File: src/rtl/spi_sram_pkg.sv
// spi_sram_pkg: shared opcodes, frame size, FSM state codes and requester helpers
package spi_sram_pkg;

    localparam logic [7:0] CMD_READ   = 8'h03;
    localparam logic [7:0] CMD_WRITE  = 8'h02;
    localparam int         FRAME_BITS = 32;

    typedef logic [2:0] state_t;

    localparam state_t ST_IDLE  = 3'd0;
    localparam state_t ST_GRANT = 3'd1;
    localparam state_t ST_SHIFT = 3'd2;
    localparam state_t ST_DONE  = 3'd3;
    localparam state_t ST_GUARD = 3'd4;

    typedef logic req_idx_t;

    function automatic logic [1:0] onehot(input req_idx_t i);
        return i ? 2'b10 : 2'b01;
    endfunction

endpackage

File: src/rtl/spi_sram_shifter.sv
// spi_sram_shifter: mode-0 serialiser for one 32-bit byte-mode SRAM frame
module spi_sram_shifter
    import spi_sram_pkg::*;
#(
    parameter int CLK_DIV = 2
) (
    input  logic                  HCLK,
    input  logic                  HRESETn,
    input  logic                  start,
    input  logic [FRAME_BITS-1:0] frame,
    output logic                  done,
    output logic [7:0]            rx_byte,
    output logic                  sck,
    output logic                  mosi,
    input  logic                  miso
);

    logic                  r_active;
    logic                  r_phase;
    logic [15:0]           r_div;
    logic [5:0]            r_bits;
    logic [FRAME_BITS-1:0] r_tx;
    logic [7:0]            r_rx;
    logic                  w_half_end;

    assign w_half_end = r_active && (r_div == 16'(CLK_DIV - 1));
    assign done       = w_half_end && r_phase && (r_bits == 6'(FRAME_BITS - 1));
    assign sck        = r_active && r_phase;
    assign mosi       = r_active && r_tx[FRAME_BITS-1];
    assign rx_byte    = r_rx;

    // Half-period divider, bit counter, tx shift at end of high half, rx sample at start of high half
    always_ff @(posedge HCLK or negedge HRESETn) begin
        if (!HRESETn) begin
            r_active <= 1'b0;
            r_phase  <= 1'b0;
            r_div    <= '0;
            r_bits   <= '0;
            r_tx     <= '0;
            r_rx     <= '0;
        end else if (start) begin
            r_active <= 1'b1;
            r_phase  <= 1'b0;
            r_div    <= '0;
            r_bits   <= '0;
            r_tx     <= frame;
        end else if (r_active) begin
            r_div <= w_half_end ? '0 : r_div + 16'd1;
            if (r_phase && r_div == '0)
                r_rx <= {r_rx[6:0], miso};
            if (w_half_end) begin
                r_phase <= !r_phase;
                if (r_phase) begin
                    r_tx   <= r_tx << 1;
                    r_bits <= r_bits + 6'd1;
                end
                if (done)
                    r_active <= 1'b0;
            end
        end
    end

endmodule

File: src/rtl/spi_sram_arb_ctrl.sv
// spi_sram_arb_ctrl: round-robin two-requester arbiter sequencing byte frames to a 23LC512
module spi_sram_arb_ctrl
    import spi_sram_pkg::*;
#(
    parameter int CLK_DIV = 2,
    parameter int ADDR_W  = 16
) (
    input  logic        HCLK,
    input  logic        HRESETn,
    input  logic [1:0]  req_valid,
    input  logic [1:0]  req_we,
    input  logic [31:0] req_addr,
    input  logic [15:0] req_wdata,
    output logic [1:0]  req_gnt,
    output logic [1:0]  rsp_valid,
    output logic [7:0]  rsp_rdata,
    output logic        busy,
    output logic        spi_sck,
    output logic        spi_csn,
    output logic        spi_mosi,
    input  logic        spi_miso
);

    if (CLK_DIV < 1) begin : g_div_check
        $error("spi_sram_arb_ctrl: CLK_DIV must be >= 1");
    end

    state_t               r_state;
    req_idx_t             r_win;
    req_idx_t             r_rr_last;
    logic                 r_we;
    logic [15:0]          r_gcnt;
    logic [7:0]           r_rdata;
    req_idx_t             w_pick;
    logic [ADDR_W-1:0]    w_addr;
    logic [7:0]           w_wdata;
    logic                 w_we;
    logic [FRAME_BITS-1:0] w_frame;
    logic                 w_done;
    logic [7:0]           w_rx;
    logic [7:0]           w_rd;

    assign w_pick    = &req_valid ? !r_rr_last : req_valid[1];
    assign w_we      = req_we[r_win];
    assign w_addr    = r_win ? req_addr[16 +: ADDR_W] : req_addr[0 +: ADDR_W];
    assign w_wdata   = r_win ? req_wdata[15:8] : req_wdata[7:0];
    assign w_frame   = {w_we ? CMD_WRITE : CMD_READ, w_addr, w_we ? w_wdata : 8'h00};
    assign w_rd      = r_we ? 8'h00 : w_rx;
    assign req_gnt   = (r_state == ST_GRANT) ? onehot(r_win) : 2'b00;
    assign rsp_valid = (r_state == ST_DONE) ? onehot(r_win) : 2'b00;
    assign rsp_rdata = (r_state == ST_DONE) ? w_rd : r_rdata;
    assign busy      = r_state != ST_IDLE;
    assign spi_csn   = r_state != ST_SHIFT;

    spi_sram_shifter #(.CLK_DIV(CLK_DIV)) u_shifter (
        .HCLK    (HCLK),
        .HRESETn (HRESETn),
        .start   (r_state == ST_GRANT),
        .frame   (w_frame),
        .done    (w_done),
        .rx_byte (w_rx),
        .sck     (spi_sck),
        .mosi    (spi_mosi),
        .miso    (spi_miso)
    );

    // Frame sequencing; DONE is the first csn-high cycle of the inter-frame gap, GUARD supplies the rest
    always_ff @(posedge HCLK or negedge HRESETn) begin
        if (!HRESETn) begin
            r_state   <= ST_IDLE;
            r_win     <= 1'b0;
            r_rr_last <= 1'b1;
            r_we      <= 1'b0;
            r_gcnt    <= '0;
            r_rdata   <= '0;
        end else begin
            case (r_state)
                ST_IDLE: if (|req_valid) begin
                    r_win   <= w_pick;
                    r_state <= ST_GRANT;
                end
                ST_GRANT: begin
                    r_we      <= w_we;
                    r_rr_last <= r_win;
                    r_state   <= ST_SHIFT;
                end
                ST_SHIFT: if (w_done) r_state <= ST_DONE;
                ST_DONE: begin
                    r_rdata <= w_rd;
                    r_gcnt  <= '0;
                    r_state <= ST_GUARD;
                end
                ST_GUARD: if (r_gcnt == 16'(2 * CLK_DIV - 2)) r_state <= ST_IDLE;
                          else r_gcnt <= r_gcnt + 16'd1;
                default: r_state <= ST_IDLE;
            endcase
        end
    end

endmodule
File: config.mk
export PLATFORM = sky130hd
export DESIGN_NAME = spi_sram_arb_ctrl
export DESIGN_NICKNAME = d
export VERILOG_FILES = /design/src/rtl/spi_sram_pkg.sv /design/src/rtl/spi_sram_shifter.sv /design/src/rtl/spi_sram_arb_ctrl.sv
export SDC_FILE = /design/constraint.sdc
export NUM_CORES = 1
export LEC_CHECK = 0
export CORE_MARGIN = 5
export CORE_UTILIZATION = 29
export CTS_BUF_LIST = sky130_fd_sc_hd__clkbuf_16
export CTS_CLUSTER_SIZE = 30
export DETAILED_ROUTE_END_ITERATION = 7
export DONT_BUFFER_PORTS = 1
export GPL_TIMING_DRIVEN = 0
export PLACE_DENSITY = 0.4
export SLEW_MARGIN = 40
export SYNTH_ARGS = -nofsm -noshare
export SYNTH_HDL_FRONTEND = slang
export SYNTH_SLANG_ARGS = --single-unit
File: constraint.sdc
create_clock -name HCLK -period 2.35 [get_ports HCLK]
set_input_delay 0.47 -clock HCLK [delete_from_list [all_inputs] [get_ports HCLK]]
set_output_delay 0.47 -clock HCLK [all_outputs]
set_load 0.1 [all_outputs]
==> impl_metrics.toml, run 1 <==
[run_status]
outcome = "complete, but fails checks"
failed_checks = "hold timing"

[cells_and_area]
proportion_of_layout_cells_with_a_drive_suffix_above_1_pct = 17.76
area.growth.synth_to_final_pct = 15.33
fill_cells = 1700
final_net_count = 574
design_area_mm2 = 0.005694
multi_input_comb_area_mm2 = 0.002481
seqCellArea_mm2 = 0.002359
diodes = 0

[power]
ir_worst_vdd_v = 0.0005681
static-leakage-power_nw = 2.411
netSwitchingPower_mw = 3.381
power_density_over_the_cells_mw_per_mm2 = 1310
swShare_pct = 45.32
clock_power_share_pct = 20.2
power.total_mw = 7.461
combinational_fraction_of_design_power_pct = 47.2
p_int_mw = 4.080
seqPwrFrac_pct = 32.6

[cts]
tritoncts = "built"
cts.clk_slew.worst_paths_ns = 0.07
clockBufferDepth = 2
clock-root-buffer = "sky130_fd_sc_hd__clkbuf_16"
worst_skew_pair.late_latency_ns = 0.35
cts_made_buffers = 9
htreeDepth = 3
sinks_on_the_clock_net = 94

[critical_path]
worst_r2r_endpoint = "u_shifter.r_active"
maximum_net_fanout_on_the_critical_path = 6
critPathMaxStageDelay_ns = 0.49
critical_path.slowest_cell = "sky130_fd_sc_hd__nor2_4"
regToRegSetupSlack_ns = 0.20
critical_path.cell_chain = "buf_6 > or3b_4 > nor2_4"
start_kind = "flip-flop"
required_ns = 1.88
critical_path_arrival_ns = 1.76
timing.setup.critical_path_class = "reg2out"
rr_startpoint = "u_shifter.r_div[3]"
r2r_cells = 6
sort_of_element_at_the_end_of_the_critical_path = "primary output"

[grt]
grt.total_usage_pct = 13.43
grt_first_pass_wirelength_um = 21460
maximum_number_of_pins_on_one_net_before_global_route_repair = 95
grt_pass1_vias = 4002
globalRouteOverflowTotal = 0
initial_antenna_violation_count = 0

[drt]
number_of_vias_after_detailed_routing = 3890
route.top_layer_used = "met4"
drt-wirelength-per-cell_um = 17.66
vias_per_inst = 5.271
final_ant_viol_nets = 0
routedLengthMet1_um = 6015
route.met3.wl_um = 549
drc_errors = 0
drtIter0Drc = 235
routed_wirelength_um = 13030
wl_met2_um = 6372
drt_first_pass_iters = 4

[timing]
report.final.slew_viol_count = 0
worst-slew-pin-transition_ns = 0.8469
slew_headroom_pct = 43.48
final_critical_path_setup_slack_ns = 0.1160
timing_hold_violations_final = 93
setup_repair_after_global_routing_missed_its_margin = "true"
worst_hold_slack_ns = -0.1849
finalWorstPathRequiredPeriod_ns = 2.234
max_freq_mhz = 447.6
setup_viol = 0
totalNegativeSetupSlack_ns = 0
period_share_pct = 95.06
worst_clock_skew_ns = 0.005078

[logic_synthesis]
synth_sequential_area_ratio_pct = 47.67
synth.top_cells.by_area = "sky130_fd_sc_hd__dfrtp_1 47%, sky130_fd_sc_hd__mux2i_1 4.3%, sky130_fd_sc_hd__mux2_2 3.6%, sky130_fd_sc_hd__nand2_1 3.4%, sky130_fd_sc_hd__o21ai_0 3.1%"
synth_area_mm2 = 0.004937
synth_seq_cells = 94
synthArstFlopShare_pct = 100.0
most_frequent_cells_after_synthesis = "93 x sky130_fd_sc_hd__dfrtp_1, 45 x sky130_fd_sc_hd__nand2_1, 31 x sky130_fd_sc_hd__o21ai_0"
yosys.cell_count.top_type = "sky130_fd_sc_hd__dfrtp_1"
synth-warning-count = 0
number_of_enable_flip_flop_cells_after_synthesis = 0
synthDistinctLibCells = 53
post-synth-top-area-fraction_pct = 47.14
syn-mean-instance-area_um2 = 9.934
syn-instance-count = 497
most_used_flip_flop_cell_after_synthesis = "sky130_fd_sc_hd__dfrtp_1"
yosysTopAreaCell = "sky130_fd_sc_hd__dfrtp_1"
synth_nets = 558

[floorplanning]
die_w_um = 140.5
pin_count = 71
die_area_mm2 = 0.01973
num_rows = 47
initial_core_util_pct = 29.67
floorplan.die.height_um = 140.5
core_region_area_mm2 = 0.01664

[placement]
dpl_worst_slack_ns = -0.3838
place.gp.congestion = 0.7500
dpl-instance-area_mm2 = 0.005255
io_buffer_count = 0
hpwl_um = 8959

[hold_path]
min_path_type = "in2async"

[run]
max_cap_viol_count = 0
## repair_timing
item / CTS / global route
gates resized for setup: 28 / 9
hold endpoints to repair: 94 / 94
setup endpoints to repair: 16 / 49
pin swaps: 2 / 7
setup buffers: 3 / 6
## cell usage in the layout, fill, tap and decap left out, drive strengths merged, types with 2 or more instances in the layout
cell,n
nand2,45
mux2i,21
a21oi,21
nand3b,9
nor2,27
nand3,24
nor3b,4
clkbuf,29
nor3,5
a41o,2
and2,5
nand4,13
inv,10
buf,22
o21ai,34
or3b,2
o211ai,2
and3,4
or4,5
xnor2,7
a2bb2oi,7
mux2,16
nor4,11
clkinv,4
o2111ai,2
or3,8
o31ai,12
ha,6
a41oi,3
a22oi,16
and4,4
dfrtp,93
a31o,2
a21o,3
a31oi,22
xor2,8
## power groups by stage
stage	Clock [mW]	Sequential [mW]	Combinational, mW
2_1_floorplan	0	2.33	2.72
3_3_place_gp	0	2.41	3.34
3_5_place_dp	0	2.42	3.41
4_1_cts	1.56	2.44	3.51
5_1_grt	1.62	2.51	3.84
6_report	1.51	2.44	3.52
## metal layers
layer | track usage (%) | up-vias
li1 | - | 1879
met1 | 17.94 | 1919
met2 | 21.85 | 85
met3 | 3.545 | 7
met4 | 3.111 | 0
met5 | 0 | -
## worst max-delay path: cells and delay by family, from the launching register on
| kind | cells | cell delay [ns] |
|---|---|---|
| and+or+nand+nor | 2 | 0.91 |
| buffers and inverters | 1 | 0.13 |
| DFF | 1 | 0.37 |
## through the flow
| stage | utilization, % | hold slack, ns | instances |
|---|---|---|---|
| after global routing | 34.22 | -0.2130 | 738 |
| final | 34.22 | -0.1849 | 738 |
| after global placement | 31.37 | 0.1821 | 717 |
| after floorplan | - | 0.1744 | 497 |
| after detailed placement | 31.58 | 0.1824 | 717 |
| after CTS | 33.97 | -0.1995 | 733 |
## how the worst max path moves through the flow
stage | startpoint | end | slack [ns] | cells past startpoint
after floorplan | r_state[1] | req_gnt[0] | -0.21 | 5
after global placement | r_state[1] | req_gnt[0] | -0.44 | 5
after detailed placement | r_win | rsp_valid[1] | -0.38 | 3
after CTS | r_state[1] | req_gnt[0] | -0.002 | 4
after global routing | r_state[1] | busy | -0.04 | 4
final | r_state[1] | req_gnt[0] | 0.12 | 3
## flip-flops by register name, indices dropped and copies added (netlist names), 3 cells and up
| register | count |
|---|---|
| r_rdata | 8 |
| u_shifter.rx_byte | 8 |
| u_shifter.r_div | 16 |
| r_state | 3 |
| r_gcnt | 16 |
| u_shifter.r_bits | 6 |
| u_shifter.r_tx | 32 |
## cell type report
cell class | instances | area share, %
sequential | 94 | 41.42
buffer | 33 | 3.142
clock buffer | 9 | 3.955
multi-input combinational | 357 | 43.57
tap | 220 | 4.834
timing repair buffer | 9 | 1.187
clock inverter | 7 | 1.296
inverter | 9 | 0.5933
## cell families (layout without fill, tap and decap cells)
family	count (synthesis)	after routing	synth area share (%)
flip-flops	94	94	47.67
multiplexers	37	37	7.907
AND/OR/NAND/NOR	167	167	18.80
adder cells (fa/ha/maj)	6	6	1.520
buffers and inverters	46	67	3.979
AO/OA/AOI/OAI	132	132	17.46
XOR/XNOR	15	15	2.661
Note: power is estimated with default switching activity, not from simulation.
==> inputs of run 2 (changes only) <==
--- a/config.mk
+++ b/config.mk
@@ -5,7 +5,7 @@
 export SDC_FILE = /design/constraint.sdc
 export NUM_CORES = 1
 export LEC_CHECK = 0
-export CORE_MARGIN = 5
+export CORE_MARGIN = 1.5
 export CORE_UTILIZATION = 29
 export CTS_BUF_LIST = sky130_fd_sc_hd__clkbuf_16
 export CTS_CLUSTER_SIZE = 30
==> impl_metrics.toml, run 2 (synthesis results as in run 1) <==
[timing]
period_share_pct = 97.29
worst-slew-pin-transition_ns = 0.7109
report.final.slew_viol_count = 0
setup_repair_after_global_routing_missed_its_margin = "true"
slew_headroom_pct = 52.50
final_critical_path_setup_slack_ns = 0.06380
finalWorstPathRequiredPeriod_ns = 2.286
worst_hold_slack_ns = -0.1991
max_freq_mhz = 437.4
worst_clock_skew_ns = 0.007788
timing_hold_violations_final = 93
setup_viol = 0

[critical_path]
critical_path_arrival_ns = 1.82
critPathMaxStageDelay_ns = 0.44
critical_path.cell_chain = "buf_4 > and3b_2 > clkbuf_8 > nand3b_1 > nand2_4"
maximum_net_fanout_on_the_critical_path = 10
rr_startpoint = "u_shifter.r_div[1]"
cp_top_family = "simple AND/OR/NAND/NOR gates"
critical_path.slowest_cell = "sky130_fd_sc_hd__dfrtp_2"
sort_of_element_at_the_end_of_the_critical_path = "primary output"
start_kind = "flip-flop"
timing.setup.critical_path_class = "reg2out"
crit_path_start = "r_state[2]"
required_ns = 1.88
cp.buffers_inverters = 2

[cells_and_area]
area.growth.synth_to_final_pct = 15.08
top_regs = "u_shifter.r_tx (32), r_gcnt (16), u_shifter.r_div (16)"
proportion_of_layout_cells_with_a_drive_suffix_above_1_pct = 18.06
final_net_count = 571
leading_cell_type_in_the_layout_fill_and_taps_excluded = "sky130_fd_sc_hd__dfrtp_1"
largest_register_ffs = 32
largest-register = "u_shifter.r_tx"
diodes = 0
multi_input_comb_area_mm2 = 0.002486
fill_cells = 1690
seqCellArea_mm2 = 0.002361
layout_common_cells = "87 x sky130_fd_sc_hd__dfrtp_1, 36 x sky130_fd_sc_hd__nand2_1, 31 x sky130_fd_sc_hd__o21ai_0"

[cts]
worst_skew_pair.late_latency_ns = 0.36
clockBufferDepth = 2
tritoncts = "built"
cts_made_buffers = 9
sinks_on_the_clock_net = 94
cts.clk_slew.worst_paths_ns = 0.07
htreeDepth = 3
clock-root-buffer = "sky130_fd_sc_hd__clkbuf_16"

[drt]
number_of_vias_after_detailed_routing = 3906
drtIter0Drc = 257
routed_wirelength_um = 13060
vias_per_inst = 5.314
drt-wirelength-per-cell_um = 17.77
drt_first_pass_iters = 5
drc_errors = 0
final_ant_viol_nets = 0

[run_status]
failed_checks = "hold timing"
outcome = "complete, but fails checks"

[power]
ir_worst_vdd_v = 0.0005812
power_density_over_the_cells_mw_per_mm2 = 1303
static-leakage-power_nw = 2.393

[grt]
maximum_number_of_pins_on_one_net_before_global_route_repair = 95
initial_antenna_violation_count = 0
globalRouteOverflowTotal = 0
grt.total_usage_pct = 15.47
grt_pass1_vias = 3897
grt_first_pass_wirelength_um = 21630

[placement]
hpwl_um = 8905
dpl_worst_slack_ns = -0.2472
io_buffer_count = 0
place.gp.congestion = 0.7843

[floorplanning]
die_w_um = 133.5
floorplan.die.height_um = 133.5
die_area_mm2 = 0.01782
num_rows = 47
pin_count = 71
initial_core_util_pct = 29.77
core_region_area_mm2 = 0.01658

[run]
max_cap_viol_count = 0

[hold_path]
min_path_type = "in2async"
## run 2: cell types whose count changed in the layout (fill, tap and decap cells not counted), moves of 2 or more
| cell | delta |
|---|---|
| sky130_fd_sc_hd__clkbuf_4 | -2 |
| sky130_fd_sc_hd__buf_4 | -2 |
| sky130_fd_sc_hd__clkinv_2 | -2 |
| sky130_fd_sc_hd__dfrtp_1 | -2 |
| sky130_fd_sc_hd__dfrtp_2 | +2 |
## run 2: final timing paths
path | to | slack (ns) | cells past startpoint
max reg2reg | u_shifter.r_active | 0.22 | 7
max in group asynchronous | r_rr_last | 2.29 | 0
min in group HCLK | u_shifter.rx_byte[0] | 0.26 | 1
min reg2reg | r_gcnt[15] | 0.49 | 1
max | rsp_rdata[5] | 0.06 | 5
min | r_gcnt[4] | -0.20 | 0
## run 2: per-layer routing
layer | GRT usage [%] | wire (um) | vias up
met4 | 3.744 | 167 | 0
met2 | 24.81 | 6300 | 73
met1 | 21.00 | 6111 | 1940
met5 | 0 | 0 | -
met3 | 3.881 | 481 | 16
li1 | - | - | 1877
## run 2: timing repair
item / 4_1_cts / 5_1_grt
setup endpoints to repair: 15 / 19
pin swaps: 5 / 4
gates resized for setup: 31 / 7
hold endpoints to repair: 94 / 94
buffers inserted: 6 / 1
## run 2: area by class of cell
type / count / share of cell area, %
buffer: 32 / 3.127
clock buffer: 9 / 3.964
clock inverter: 7 / 1.233
inverter: 9 / 0.5946
multi-input combinational: 357 / 43.76
sequential: 94 / 41.55
tap: 220 / 4.845
timing repair buffer: 7 / 0.9249
## run 2: metrics by stage
step	instances	TNS [ns]	util, %	power, mW	area [um^2]
2_1_floorplan	497	-0.2127	-	5.040	4945
3_3_place_gp	717	-2.380	31.48	5.764	5220
3_5_place_dp	717	-0.4391	31.70	5.835	5256
4_1_cts	735	-0.002246	34.22	7.498	5675
5_1_grt	735	-0.007007	34.26	7.933	5682
6_report	735	0	34.26	7.406	5682
## run 2: power by group
part	internal, mW	leakage (nW)	switching (mW)
clock	0.744	0.141	0.711
combinational	1.12	1.05	2.37
sequential	2.10	1.20	0.357
total	3.97	2.39	3.44
